$ cat src/rtl/ysyx_23060025_id_issue_pkg.sv
`default_nettype none
// ============================================================================
// Module      : ysyx_23060025_id_issue_pkg
// Description : Shared types and constants for the ID issue stage: issue FSM
//               state encoding, default operand/control widths and a
//               saturating-increment helper used by the optional counters.
//               Optional performance counters are enabled by defining the
//               macro YSYX_23060025_ISSUE_PERF_EN.
// Revision    : 1.0 - initial release
// ============================================================================
package ysyx_23060025_id_issue_pkg;

    // Default operand / PC width
    localparam int unsigned c_XLEN_DEFAULT   = 32;
    // Default width of the opaque decoded-control bundle
    localparam int unsigned c_CTRL_W_DEFAULT = 48;

    // Issue FSM states
    typedef enum logic [1:0] {
        ST_RUN  = 2'd0,   // no hazard in progress
        ST_WAIT = 2'd1,   // hazard unit is requesting a stall
        ST_CAPT = 2'd2    // bypass data captured, waiting for an output slot
    } issue_state_e;

    // 32-bit increment that sticks at all-ones instead of wrapping
    function automatic logic [31:0] sat_inc(input logic [31:0] value);
        return (value == 32'hFFFF_FFFF) ? value : value + 32'd1;
    endfunction

endpackage : ysyx_23060025_id_issue_pkg
`default_nettype wire

$ cat src/rtl/ysyx_23060025_id_issue_if.sv
`default_nettype none
// ============================================================================
// Module      : ysyx_23060025_id_issue_if
// Description : ID/EX issue bus: valid/ready handshake plus the registered
//               PC, control bundle and operands presented to the EXU.
//               master = issue stage, slave = EXU.
// Revision    : 1.0 - initial release
// ============================================================================
interface ysyx_23060025_id_issue_if #(
    parameter int XLEN   = ysyx_23060025_id_issue_pkg::c_XLEN_DEFAULT,
    parameter int CTRL_W = ysyx_23060025_id_issue_pkg::c_CTRL_W_DEFAULT
);
    logic              exu_valid_o;
    logic              exu_ready_i;
    logic [XLEN-1:0]   exu_pc_o;
    logic [CTRL_W-1:0] exu_ctrl_o;
    logic [XLEN-1:0]   exu_src1_o;
    logic [XLEN-1:0]   exu_src2_o;
    logic [XLEN-1:0]   exu_csr_o;

    modport master (
        output exu_valid_o,
        output exu_pc_o,
        output exu_ctrl_o,
        output exu_src1_o,
        output exu_src2_o,
        output exu_csr_o,
        input  exu_ready_i
    );

    modport slave (
        input  exu_valid_o,
        input  exu_pc_o,
        input  exu_ctrl_o,
        input  exu_src1_o,
        input  exu_src2_o,
        input  exu_csr_o,
        output exu_ready_i
    );

endinterface : ysyx_23060025_id_issue_if
`default_nettype wire

$ cat src/rtl/ysyx_23060025_id_operand_hold.sv
`default_nettype none
// ============================================================================
// Module      : ysyx_23060025_id_operand_hold
// Description : Per-operand hazard bookkeeping for the issue stage: a sticky
//               "needs bypass" flag, a hold register that keeps the one-cycle
//               bypass value alive while the output slot is busy, and the
//               source mux choosing between hold, bypass and register file.
// Revision    : 1.0 - initial release
// ============================================================================
module ysyx_23060025_id_operand_hold #(
    parameter int XLEN = ysyx_23060025_id_issue_pkg::c_XLEN_DEFAULT
) (
    input  wire logic            clock,
    input  wire logic            reset,
    input  wire logic            pend_set_i,   // stall cycle: sample conflict
    input  wire logic            conflict_i,   // RAW hazard on this operand
    input  wire logic            pend_clr_i,   // accept / flush / abandon
    input  wire logic            capture_i,    // latch the selected source
    input  wire logic            use_hold_i,   // drive operand from hold reg
    input  wire logic [XLEN-1:0] bypass_i,
    input  wire logic [XLEN-1:0] rf_i,
    output logic      [XLEN-1:0] operand_o
);

    logic            r_pend;
    logic [XLEN-1:0] r_hold;
    logic [XLEN-1:0] w_sel;

    // Bypass is only meaningful for an operand flagged during the stall
    assign w_sel     = r_pend ? bypass_i : rf_i;
    assign operand_o = use_hold_i ? r_hold : w_sel;

    // Sticky pend flag and hold register; clear takes priority over set
    always_ff @(posedge clock or posedge reset) begin
        if (reset) begin
            r_pend <= 1'b0;
            r_hold <= '0;
        end else begin
            if (pend_clr_i) begin
                r_pend <= 1'b0;
            end else if (pend_set_i && conflict_i) begin
                r_pend <= 1'b1;
            end
            if (capture_i) begin
                r_hold <= w_sel;
            end
        end
    end

endmodule : ysyx_23060025_id_operand_hold
`default_nettype wire

$ cat src/rtl/ysyx_23060025_id_issue.sv
`default_nettype none
// ============================================================================
// Module      : ysyx_23060025_id_issue
// Description : Decode-to-execute issue stage and ID/EX pipeline register.
//               Holds the decoded instruction across hazard-unit stalls,
//               captures one-cycle-valid bypass data, merges it with the
//               register-file operands and issues one instruction at a time
//               to the EXU over a valid/ready handshake.
//               Define YSYX_23060025_ISSUE_PERF_EN to add the saturating
//               stall_cycles_o / bubble_cnt_o performance counters.
// Revision    : 1.0 - initial release
// ============================================================================
module ysyx_23060025_id_issue
    import ysyx_23060025_id_issue_pkg::*;
#(
    parameter int XLEN   = c_XLEN_DEFAULT,
    parameter int CTRL_W = c_CTRL_W_DEFAULT
) (
    input  wire logic              clock,
    input  wire logic              reset,
    input  wire logic              flush_i,
    // decoder side
    input  wire logic              idu_valid_i,
    output logic                   idu_ready_o,
    input  wire logic [XLEN-1:0]   idu_pc_i,
    input  wire logic [CTRL_W-1:0] idu_ctrl_i,
    input  wire logic [XLEN-1:0]   idu_rs1_data_i,
    input  wire logic [XLEN-1:0]   idu_rs2_data_i,
    input  wire logic [XLEN-1:0]   idu_csr_data_i,
    output logic                   idu_busy_o,
    // hazard unit side
    input  wire logic              conflict_reg1_i,
    input  wire logic              conflict_reg2_i,
    input  wire logic              conflict_csr_i,
    input  wire logic              conflict_id_nop_i,
    input  wire logic [XLEN-1:0]   conflict_reg1_bypass_data_i,
    input  wire logic [XLEN-1:0]   conflict_reg2_bypass_data_i,
    input  wire logic [XLEN-1:0]   conflict_csr_bypass_data_i,
    // EXU side
    ysyx_23060025_id_issue_if.master exu
`ifdef YSYX_23060025_ISSUE_PERF_EN
    ,
    output logic [31:0]            stall_cycles_o,
    output logic [31:0]            bubble_cnt_o
`endif
);

    issue_state_e      r_state;
    logic              r_exu_valid;
    logic [XLEN-1:0]   r_exu_pc;
    logic [CTRL_W-1:0] r_exu_ctrl;
    logic [XLEN-1:0]   r_exu_src1;
    logic [XLEN-1:0]   r_exu_src2;
    logic [XLEN-1:0]   r_exu_csr;

    logic              w_run;
    logic              w_wait;
    logic              w_capt;
    logic              w_slot_free;
    logic              w_accept;
    logic              w_pend_set;
    logic              w_pend_clr;
    logic              w_capture;
    logic [XLEN-1:0]   w_src1;
    logic [XLEN-1:0]   w_src2;
    logic [XLEN-1:0]   w_csr;

    assign w_run  = (r_state == ST_RUN);
    assign w_wait = (r_state == ST_WAIT);
    assign w_capt = (r_state == ST_CAPT);

    // Output register can take a new instruction when empty or draining
    assign w_slot_free = ~r_exu_valid | exu.exu_ready_i;

    // Flush blocks acceptance so a redirected instruction never issues
    assign idu_ready_o = ~flush_i & w_slot_free &
                         (((w_run | w_wait) & ~conflict_id_nop_i) | w_capt);
    assign w_accept    = idu_valid_i & idu_ready_o;
    assign idu_busy_o  = idu_valid_i;

    // Conflicts are only sampled while the hazard unit asserts the stall
    assign w_pend_set = idu_valid_i & conflict_id_nop_i & (w_run | w_wait);

    // Pend flags die with the instruction: accepted, flushed, or leaving
    // WAIT straight back to RUN
    assign w_pend_clr = flush_i | w_accept |
                        (w_wait & ~conflict_id_nop_i & w_slot_free);

    // Bypass data lives one cycle; park it if the slot is still occupied
    assign w_capture  = ~flush_i & w_wait & ~conflict_id_nop_i & ~w_slot_free;

    // CSR bypass is same-cycle valid, so it is selected at accept time
    assign w_csr = conflict_csr_i ? conflict_csr_bypass_data_i : idu_csr_data_i;

    ysyx_23060025_id_operand_hold #(
        .XLEN (XLEN)
    ) u_hold_rs1 (
        .clock      (clock),
        .reset      (reset),
        .pend_set_i (w_pend_set),
        .conflict_i (conflict_reg1_i),
        .pend_clr_i (w_pend_clr),
        .capture_i  (w_capture),
        .use_hold_i (w_capt),
        .bypass_i   (conflict_reg1_bypass_data_i),
        .rf_i       (idu_rs1_data_i),
        .operand_o  (w_src1)
    );

    ysyx_23060025_id_operand_hold #(
        .XLEN (XLEN)
    ) u_hold_rs2 (
        .clock      (clock),
        .reset      (reset),
        .pend_set_i (w_pend_set),
        .conflict_i (conflict_reg2_i),
        .pend_clr_i (w_pend_clr),
        .capture_i  (w_capture),
        .use_hold_i (w_capt),
        .bypass_i   (conflict_reg2_bypass_data_i),
        .rf_i       (idu_rs2_data_i),
        .operand_o  (w_src2)
    );

    // Issue FSM and ID/EX output register; flush wins over everything
    always_ff @(posedge clock or posedge reset) begin
        if (reset) begin
            r_state     <= ST_RUN;
            r_exu_valid <= 1'b0;
            r_exu_pc    <= '0;
            r_exu_ctrl  <= '0;
            r_exu_src1  <= '0;
            r_exu_src2  <= '0;
            r_exu_csr   <= '0;
        end else if (flush_i) begin
            r_state     <= ST_RUN;
            r_exu_valid <= 1'b0;
        end else begin
            case (r_state)
                ST_RUN: begin
                    if (idu_valid_i && conflict_id_nop_i) begin
                        r_state <= ST_WAIT;
                    end
                end
                ST_WAIT: begin
                    if (!conflict_id_nop_i) begin
                        r_state <= w_slot_free ? ST_RUN : ST_CAPT;
                    end
                end
                ST_CAPT: begin
                    if (w_slot_free) begin
                        r_state <= ST_RUN;
                    end
                end
                default: r_state <= ST_RUN;
            endcase

            if (w_accept) begin
                r_exu_valid <= 1'b1;
                r_exu_pc    <= idu_pc_i;
                r_exu_ctrl  <= idu_ctrl_i;
                r_exu_src1  <= w_src1;
                r_exu_src2  <= w_src2;
                r_exu_csr   <= w_csr;
            end else if (exu.exu_ready_i) begin
                r_exu_valid <= 1'b0;
            end
        end
    end

    assign exu.exu_valid_o = r_exu_valid;
    assign exu.exu_pc_o    = r_exu_pc;
    assign exu.exu_ctrl_o  = r_exu_ctrl;
    assign exu.exu_src1_o  = r_exu_src1;
    assign exu.exu_src2_o  = r_exu_src2;
    assign exu.exu_csr_o   = r_exu_csr;

`ifdef YSYX_23060025_ISSUE_PERF_EN
    logic [31:0] r_stall_cycles;
    logic [31:0] r_bubble_cnt;

    // Saturating stall / bubble counters; only reset clears them
    always_ff @(posedge clock or posedge reset) begin
        if (reset) begin
            r_stall_cycles <= '0;
            r_bubble_cnt   <= '0;
        end else begin
            if (!w_run) begin
                r_stall_cycles <= sat_inc(r_stall_cycles);
            end
            if (!r_exu_valid && idu_valid_i) begin
                r_bubble_cnt <= sat_inc(r_bubble_cnt);
            end
        end
    end

    assign stall_cycles_o = r_stall_cycles;
    assign bubble_cnt_o   = r_bubble_cnt;
`endif

endmodule : ysyx_23060025_id_issue
`default_nettype wire

$ cat src/flat_wrapper.sv
// flat-port wrapper written by rule: the top's interface ports become plain ports
module ysyx_23060025_id_issue_flat import ysyx_23060025_id_issue_pkg::*;
#(
    parameter int XLEN   = c_XLEN_DEFAULT,
    parameter int CTRL_W = c_CTRL_W_DEFAULT
)
  (clock, reset, flush_i, idu_valid_i, idu_ready_o, idu_pc_i, idu_ctrl_i, idu_rs1_data_i, idu_rs2_data_i, idu_csr_data_i, idu_busy_o, conflict_reg1_i, conflict_reg2_i, conflict_csr_i, conflict_id_nop_i, conflict_reg1_bypass_data_i, conflict_reg2_bypass_data_i, conflict_csr_bypass_data_i, exu_exu_valid_o, exu_exu_pc_o, exu_exu_ctrl_o, exu_exu_src1_o, exu_exu_src2_o, exu_exu_csr_o, exu_exu_ready_i);
  ysyx_23060025_id_issue_if #(.XLEN(XLEN), .CTRL_W(CTRL_W)) exu_i ();
  input  wire logic clock;
  input  wire logic reset;
  input  wire logic flush_i;
  input  wire logic idu_valid_i;
  output logic idu_ready_o;
  input  wire logic [XLEN-1:0] idu_pc_i;
  input  wire logic [CTRL_W-1:0] idu_ctrl_i;
  input  wire logic [XLEN-1:0] idu_rs1_data_i;
  input  wire logic [XLEN-1:0] idu_rs2_data_i;
  input  wire logic [XLEN-1:0] idu_csr_data_i;
  output logic idu_busy_o;
  input  wire logic conflict_reg1_i;
  input  wire logic conflict_reg2_i;
  input  wire logic conflict_csr_i;
  input  wire logic conflict_id_nop_i;
  input  wire logic [XLEN-1:0] conflict_reg1_bypass_data_i;
  input  wire logic [XLEN-1:0] conflict_reg2_bypass_data_i;
  input  wire logic [XLEN-1:0] conflict_csr_bypass_data_i;
  output wire logic [$bits(exu_i.exu_valid_o)-1:0] exu_exu_valid_o;
  output wire logic [$bits(exu_i.exu_pc_o)-1:0] exu_exu_pc_o;
  output wire logic [$bits(exu_i.exu_ctrl_o)-1:0] exu_exu_ctrl_o;
  output wire logic [$bits(exu_i.exu_src1_o)-1:0] exu_exu_src1_o;
  output wire logic [$bits(exu_i.exu_src2_o)-1:0] exu_exu_src2_o;
  output wire logic [$bits(exu_i.exu_csr_o)-1:0] exu_exu_csr_o;
  input wire logic [$bits(exu_i.exu_ready_i)-1:0] exu_exu_ready_i;
  assign exu_exu_valid_o = exu_i.exu_valid_o;
  assign exu_exu_pc_o = exu_i.exu_pc_o;
  assign exu_exu_ctrl_o = exu_i.exu_ctrl_o;
  assign exu_exu_src1_o = exu_i.exu_src1_o;
  assign exu_exu_src2_o = exu_i.exu_src2_o;
  assign exu_exu_csr_o = exu_i.exu_csr_o;
  assign exu_i.exu_ready_i = exu_exu_ready_i;
  ysyx_23060025_id_issue #(.XLEN(XLEN), .CTRL_W(CTRL_W)) u_core (.clock(clock), .reset(reset), .flush_i(flush_i), .idu_valid_i(idu_valid_i), .idu_ready_o(idu_ready_o), .idu_pc_i(idu_pc_i), .idu_ctrl_i(idu_ctrl_i), .idu_rs1_data_i(idu_rs1_data_i), .idu_rs2_data_i(idu_rs2_data_i), .idu_csr_data_i(idu_csr_data_i), .idu_busy_o(idu_busy_o), .conflict_reg1_i(conflict_reg1_i), .conflict_reg2_i(conflict_reg2_i), .conflict_csr_i(conflict_csr_i), .conflict_id_nop_i(conflict_id_nop_i), .conflict_reg1_bypass_data_i(conflict_reg1_bypass_data_i), .conflict_reg2_bypass_data_i(conflict_reg2_bypass_data_i), .conflict_csr_bypass_data_i(conflict_csr_bypass_data_i), .exu(exu_i));
endmodule
$ cat config.mk
export PLATFORM = sky130hd
export DESIGN_NAME = ysyx_23060025_id_issue_flat
export DESIGN_NICKNAME = d
export VERILOG_FILES = /design/src/rtl/ysyx_23060025_id_issue_pkg.sv /design/src/rtl/ysyx_23060025_id_issue_if.sv /design/src/rtl/ysyx_23060025_id_operand_hold.sv /design/src/rtl/ysyx_23060025_id_issue.sv /design/src/flat_wrapper.sv
export SDC_FILE = /design/constraint.sdc
export NUM_CORES = 1
export LEC_CHECK = 0
export BUFFER_PORTS_ARGS = -buffer_cell sky130_fd_sc_hd__buf_2
export CORE_AREA = 2 2 176 178
export DETAILED_ROUTE_END_ITERATION = 10
export DIE_AREA = 0 0 178 180
export PLACE_DENSITY = 0.64
export SLEW_MARGIN = 20
export SYNTH_ARGS = -nofsm -noshare
export SYNTH_HDL_FRONTEND = slang
export SYNTH_SLANG_ARGS = --single-unit
export TNS_END_PERCENT = 30
$ cat constraint.sdc
create_clock -name clock -period 11.14 [get_ports clock]
set_input_delay 2.228 -clock clock [delete_from_list [all_inputs] [get_ports clock]]
set_output_delay 2.228 -clock clock [all_outputs]
set_load 0.05 [all_outputs]
Word level (Yosys, flattened, before mapping)
Index checks and enable logic that the tools add are counted.
- eq/ne operators: 5
- multiplexer cells: 18
- bitwise operators: 20
- reductions and logical operators: 9
- operator list (cell ; number):
    32-bit two-way mux ; 5
    1-bit bitwise AND ; 11
    2-bit two-way mux ; 5
    1-bit two-way mux ; 7
    3-bit inequality test, second input constant ; 2
    2-bit case mux with 3 select lines ; 1
    1-bit bitwise OR ; 5
    1-bit inverter ; 4
    2-bit nonzero test ; 2
    1-bit logical AND ; 3
    3-bit by 2-bit inequality test with 1-bit output, second input constant ; 1
    3-bit AND reduction ; 1
    3-bit nonzero test ; 1
    2-bit by 1-bit == test with 1-bit output, second input constant ; 1
    2-bit == test, second input constant ; 1
    2-bit zero test ; 1
    2-bit AND reduction ; 1
- flip-flop bits (word level): 245
- input bits: 281

Longest topological paths before layout
- depth after elaboration: 9
- depth in mapped cells: 6
- mapped depth without buffers: 3

By module
From an unflattened synthesis, not the netlist that was laid out.
- cells, all modules: 791
- area, all modules: 11589.9 µm²
- modules (own cells, without submodules) (module ; times used ; cells each ; area an instance (µm²) ; seq. area each (µm²)):
    ysyx_23060025_id_issue ; 1 ; 427 ; 7516.0 ; 4479.3
    ysyx_23060025_id_operand_hold ; 2 ; 182 ; 2037.0 ; 825.8

Least setup slack after synthesis
No wires, ideal clock.
- path kind: input port to output port
- start point: in conflict_id_nop_i
- end point: out idu_ready_o
- arrival: 3.549 ns
- slack: 5.363 ns
- stages on the path: 2
- buffers on the path: 0
- path through: nor2b_1 nor3b_1
- longest elaborated chain between the ends: 4
- ends and longest elaborated chain (what ; RTL line ; text):
    from (decl) ; flat_wrapper.sv:23 ; input wire logic conflict_id_nop_i;
    1-bit inverter ; ysyx_23060025_id_issue.sv:77 ; (((w_run | w_wait) & ~conflict_id_nop_i) | w_capt);
    1-bit bitwise AND ; ysyx_23060025_id_issue.sv:77 ;
    1-bit bitwise OR ; ysyx_23060025_id_issue.sv:77 ;
    1-bit bitwise AND ; ysyx_23060025_id_issue.sv:76 ; assign idu_ready_o = ~flush_i & w_slot_free &
    to (decl) ; flat_wrapper.sv:13 ; output logic idu_ready_o;
Every way passes these cells.

Final worst setup path
- start point: in flush_i
- end point: out idu_ready_o
- longest elaborated chain between the ends: 3
- ends and longest elaborated chain (what ; RTL line ; text):
    from (decl) ; flat_wrapper.sv:11 ; input wire logic flush_i;
    1-bit inverter (no source line) ; - ;
    1-bit bitwise AND (2 in series) ; ysyx_23060025_id_issue.sv:76 ;
Every way passes these cells.

==> impl_metrics.toml <==
[die]
die_w_um = 178
pin_count = 460
die_h_um = 180
die_area_mm2 = 0.03204
fp-row-count = 64
start_util_pct = 38.33
core_area_mm2 = 0.03019

[route]
drt-initial-drc-count = 253
drt_pass1_iterations = 4
antenna_left = 0
avgViaCountPerCell = 4.719
remaining_drc_errors = 0
post_drt_wl_per_cell_um = 17.97
vias = 7461
drt_wl_total_um = 28420

[worst_setup_path]
crit_chain = "buf_2 -> a21oi_1 -> nor3b_1 -> buf_2"
critical_path_class = "in2out"
worst-path-max-fanout = 5
cp.arrival_ps = 3090
critical_path_cell_count = 4
worstRegToRegCells = 5
crit_top_cell = "buf_2"
slowest_delay_ps = 310
crit_path_end_kind = "primary output"
crit_buf_inv = 2
critPathTopFamily = "buffers and inverters"
cp.required_ps = 8910
startpoint_type = "input pin"
crit_path_top_delay_cell = "buf_2"

[power_and_ir_drop]
power.share.switching_pct = 37.40
total_leakage_power_nw = 7.630
power_mw = 3.019
p_clk_share_pct = 28.7
power.density_mw_per_mm2 = 202.8
p_comb_share_pct = 33.8
ir_drop_mv = 0.1509
internal-power_mw = 1.890
power.switching_mw = 1.129
seqPwrFrac_pct = 37.5

[global_route]
grt_pass1_vias = 7970
antenna_found_initial = 4
grt-ovfl-total = 0
grtUsageTotal_pct = 17.35
grt_max_degree = 106
grt_pass1_wl_um = 43750

[worst_hold_path]
hold_depth = 1
hold_class = "reg2reg"

[sta]
drv_slew = 0
hold_violations = 0
fin_skew_ps = 20.44
rsz0062_at_grt = "no"
relSlewSlack_pct = 28.18
finalCriticalPeriod_ps = 5323
tightest_slew_ps = 1077
final.setup.tns_ps = 0
fmax_mhz = 187.9
finalSetupViolations = 0
finalCritPeriodShare_pct = 47.78

[synthesis]
synth_cells = 712
synth.distinct_cells = 21
yosys_warnings = 0
synth.ff_latch_count = 245
synth_top_cell_by_area = "dfrtp_1"
syn_area_mm2 = 0.01157
avgSynthCellArea_um2 = 16.25
syn-num-nets = 993
yosys.area.top_type_share_pct = 52.98
seq_area_frac_synth_pct = 52.98
synthTopCellsByArea = "dfrtp_1 (53%), mux2_2 (29%), mux2_4 (13%)"

[finish]
mostFrequentLayoutCells = "buf_2 (459), mux2_2 (300), dfrtp_1 (244)"
final_common_cell = "buf_2"
fillers = 2633
area_growth_pct = 28.63
final_nets = 1442
utilization_pct = 49.31
final_area_mm2 = 0.01489
final_cells = 1581
final_layout_size_suffix_gt1_share_pct = 77.05
multi_input_area_mm2 = 0.005007
regArea_mm2 = 0.006132

[cts]
clock_sink_count = 245
cts_buffers = 28
cts.reportedPaths.clkPinSlew_ps = 50
cts_tree = "yes"
cts_root_buf = "clkbuf_16"
worstSkewPairLatency_ps = 540
cts_hold_buf = 0
cts_buffer_depth = 3
h-tree-depth = 1
ctsResizeCount = 0
post_cts_buffers = 0

[placed_design]
post_dp_cell_area_mm2 = 0.01400
place_congestion = 0.8486
io_buffer_count = 459
place_inst = 1527
dpl.hpwl_um = 20330

[run]
cap_violations = 0

[outcome]
outcome = "complete, no violations"
==> final timing paths <==
| path | slack, ps | from | end |
|---|---|---|---|
| max in group asynchronous | 7870 | reset | u_core.u_hold_rs1.r_hold[13] |
| setup reg to reg | 7970 | u_core.r_state[1] | u_core.exu.exu_ctrl_o[23] |
| hold reg to reg | 500 | u_core.exu.exu_csr_o[24] | u_core.exu.exu_csr_o[24] |
| setup / recovery | 5820 | flush_i | idu_ready_o |
| hold / removal | 500 | u_core.exu.exu_csr_o[24] | u_core.exu.exu_csr_o[24] |
| min in group asynchronous | 1820 | reset | u_core.exu.exu_pc_o[9] |
==> stage by stage <==
step	hold WS, ps	setup slack [ps]
final	498.0	5817
after global routing	509.8	5742
after CTS	499.9	5830
after detailed placement	486.4	5840
after global placement	482.0	5885
after floorplan	475.3	2182
==> metal layers <==
layer	global-route usage (%)	routed length, µm	vias to the layer above
met2	30.45	14090	298
met1	20.65	11320	3654
met4	4.525	597	0
met3	5.034	2404	42
met5	0	0	-
li1	-	-	3467
==> synth_stat cells <==
cell type / count
a21o_1: 1
mux2_4: 100
dfrtp_1: 245
buf_1: 1
buf_6: 15
nand2_1: 1
buf_8: 11
nand4b_1: 1
nor2b_1: 2
nor3b_1: 4
buf_2: 14
buf_4: 2
a31oi_1: 2
mux2_2: 300
inv_1: 1
o21ai_0: 2
nand2b_1: 3
clkbuf_1: 4
nor2_1: 1
a21oi_1: 1
nand3b_1: 1
==> sequential cells by signal (all words and copies together) (netlist names) <==
signal and cells:
u_core.exu.exu_valid_o 1, u_core.exu.exu_csr_o 32, u_core.u_hold_rs2.r_hold 32, u_core.u_hold_rs1.r_hold 32, u_core.u_hold_rs1.r_pend 1, u_core.exu.exu_src1_o 32
u_core.r_state 2, u_core.exu.exu_pc_o 32, u_core.u_hold_rs2.r_pend 1, u_core.exu.exu_ctrl_o 48, u_core.exu.exu_src2_o 32
==> cell families (layout without fill, tap and decap cells) <==
| logic type | Yosys count | in the layout | share of synthesized area (%) |
|---|---|---|---|
| AOI/OAI and AO/OA | 6 | 6 | 0.3027 |
| buffers and inverters | 48 | 517 | 3.817 |
| DFF | 245 | 245 | 52.98 |
| muxes | 400 | 400 | 42.17 |
| other | 0 | 4 | 0 |
| and+or+nand+nor | 13 | 13 | 0.7352 |
==> power groups by stage <==
stage                     clock network, mW  registers [mW]  logic (mW)
final                                 0.867            1.13        1.02
after global routing                  0.934            1.15        1.07
after CTS                             0.894            1.13        1.03
after detailed placement                  0            1.14        1.03
after global placement                    0            1.14        1.02
after floorplan                           0            1.63       0.275
==> cell type report <==
cell class / count / area share (%)
diodes: 4 / 0.06724
clock buffers: 44 / 5.581
multi-input cells: 419 / 33.64
inverters: 1 / 0.07565
well taps: 396 / 3.329
repair buffers: 466 / 15.79
flip-flops and latches: 245 / 41.20
clock inverters: 6 / 0.3278
Note: power is estimated with default switching activity, not from simulation.
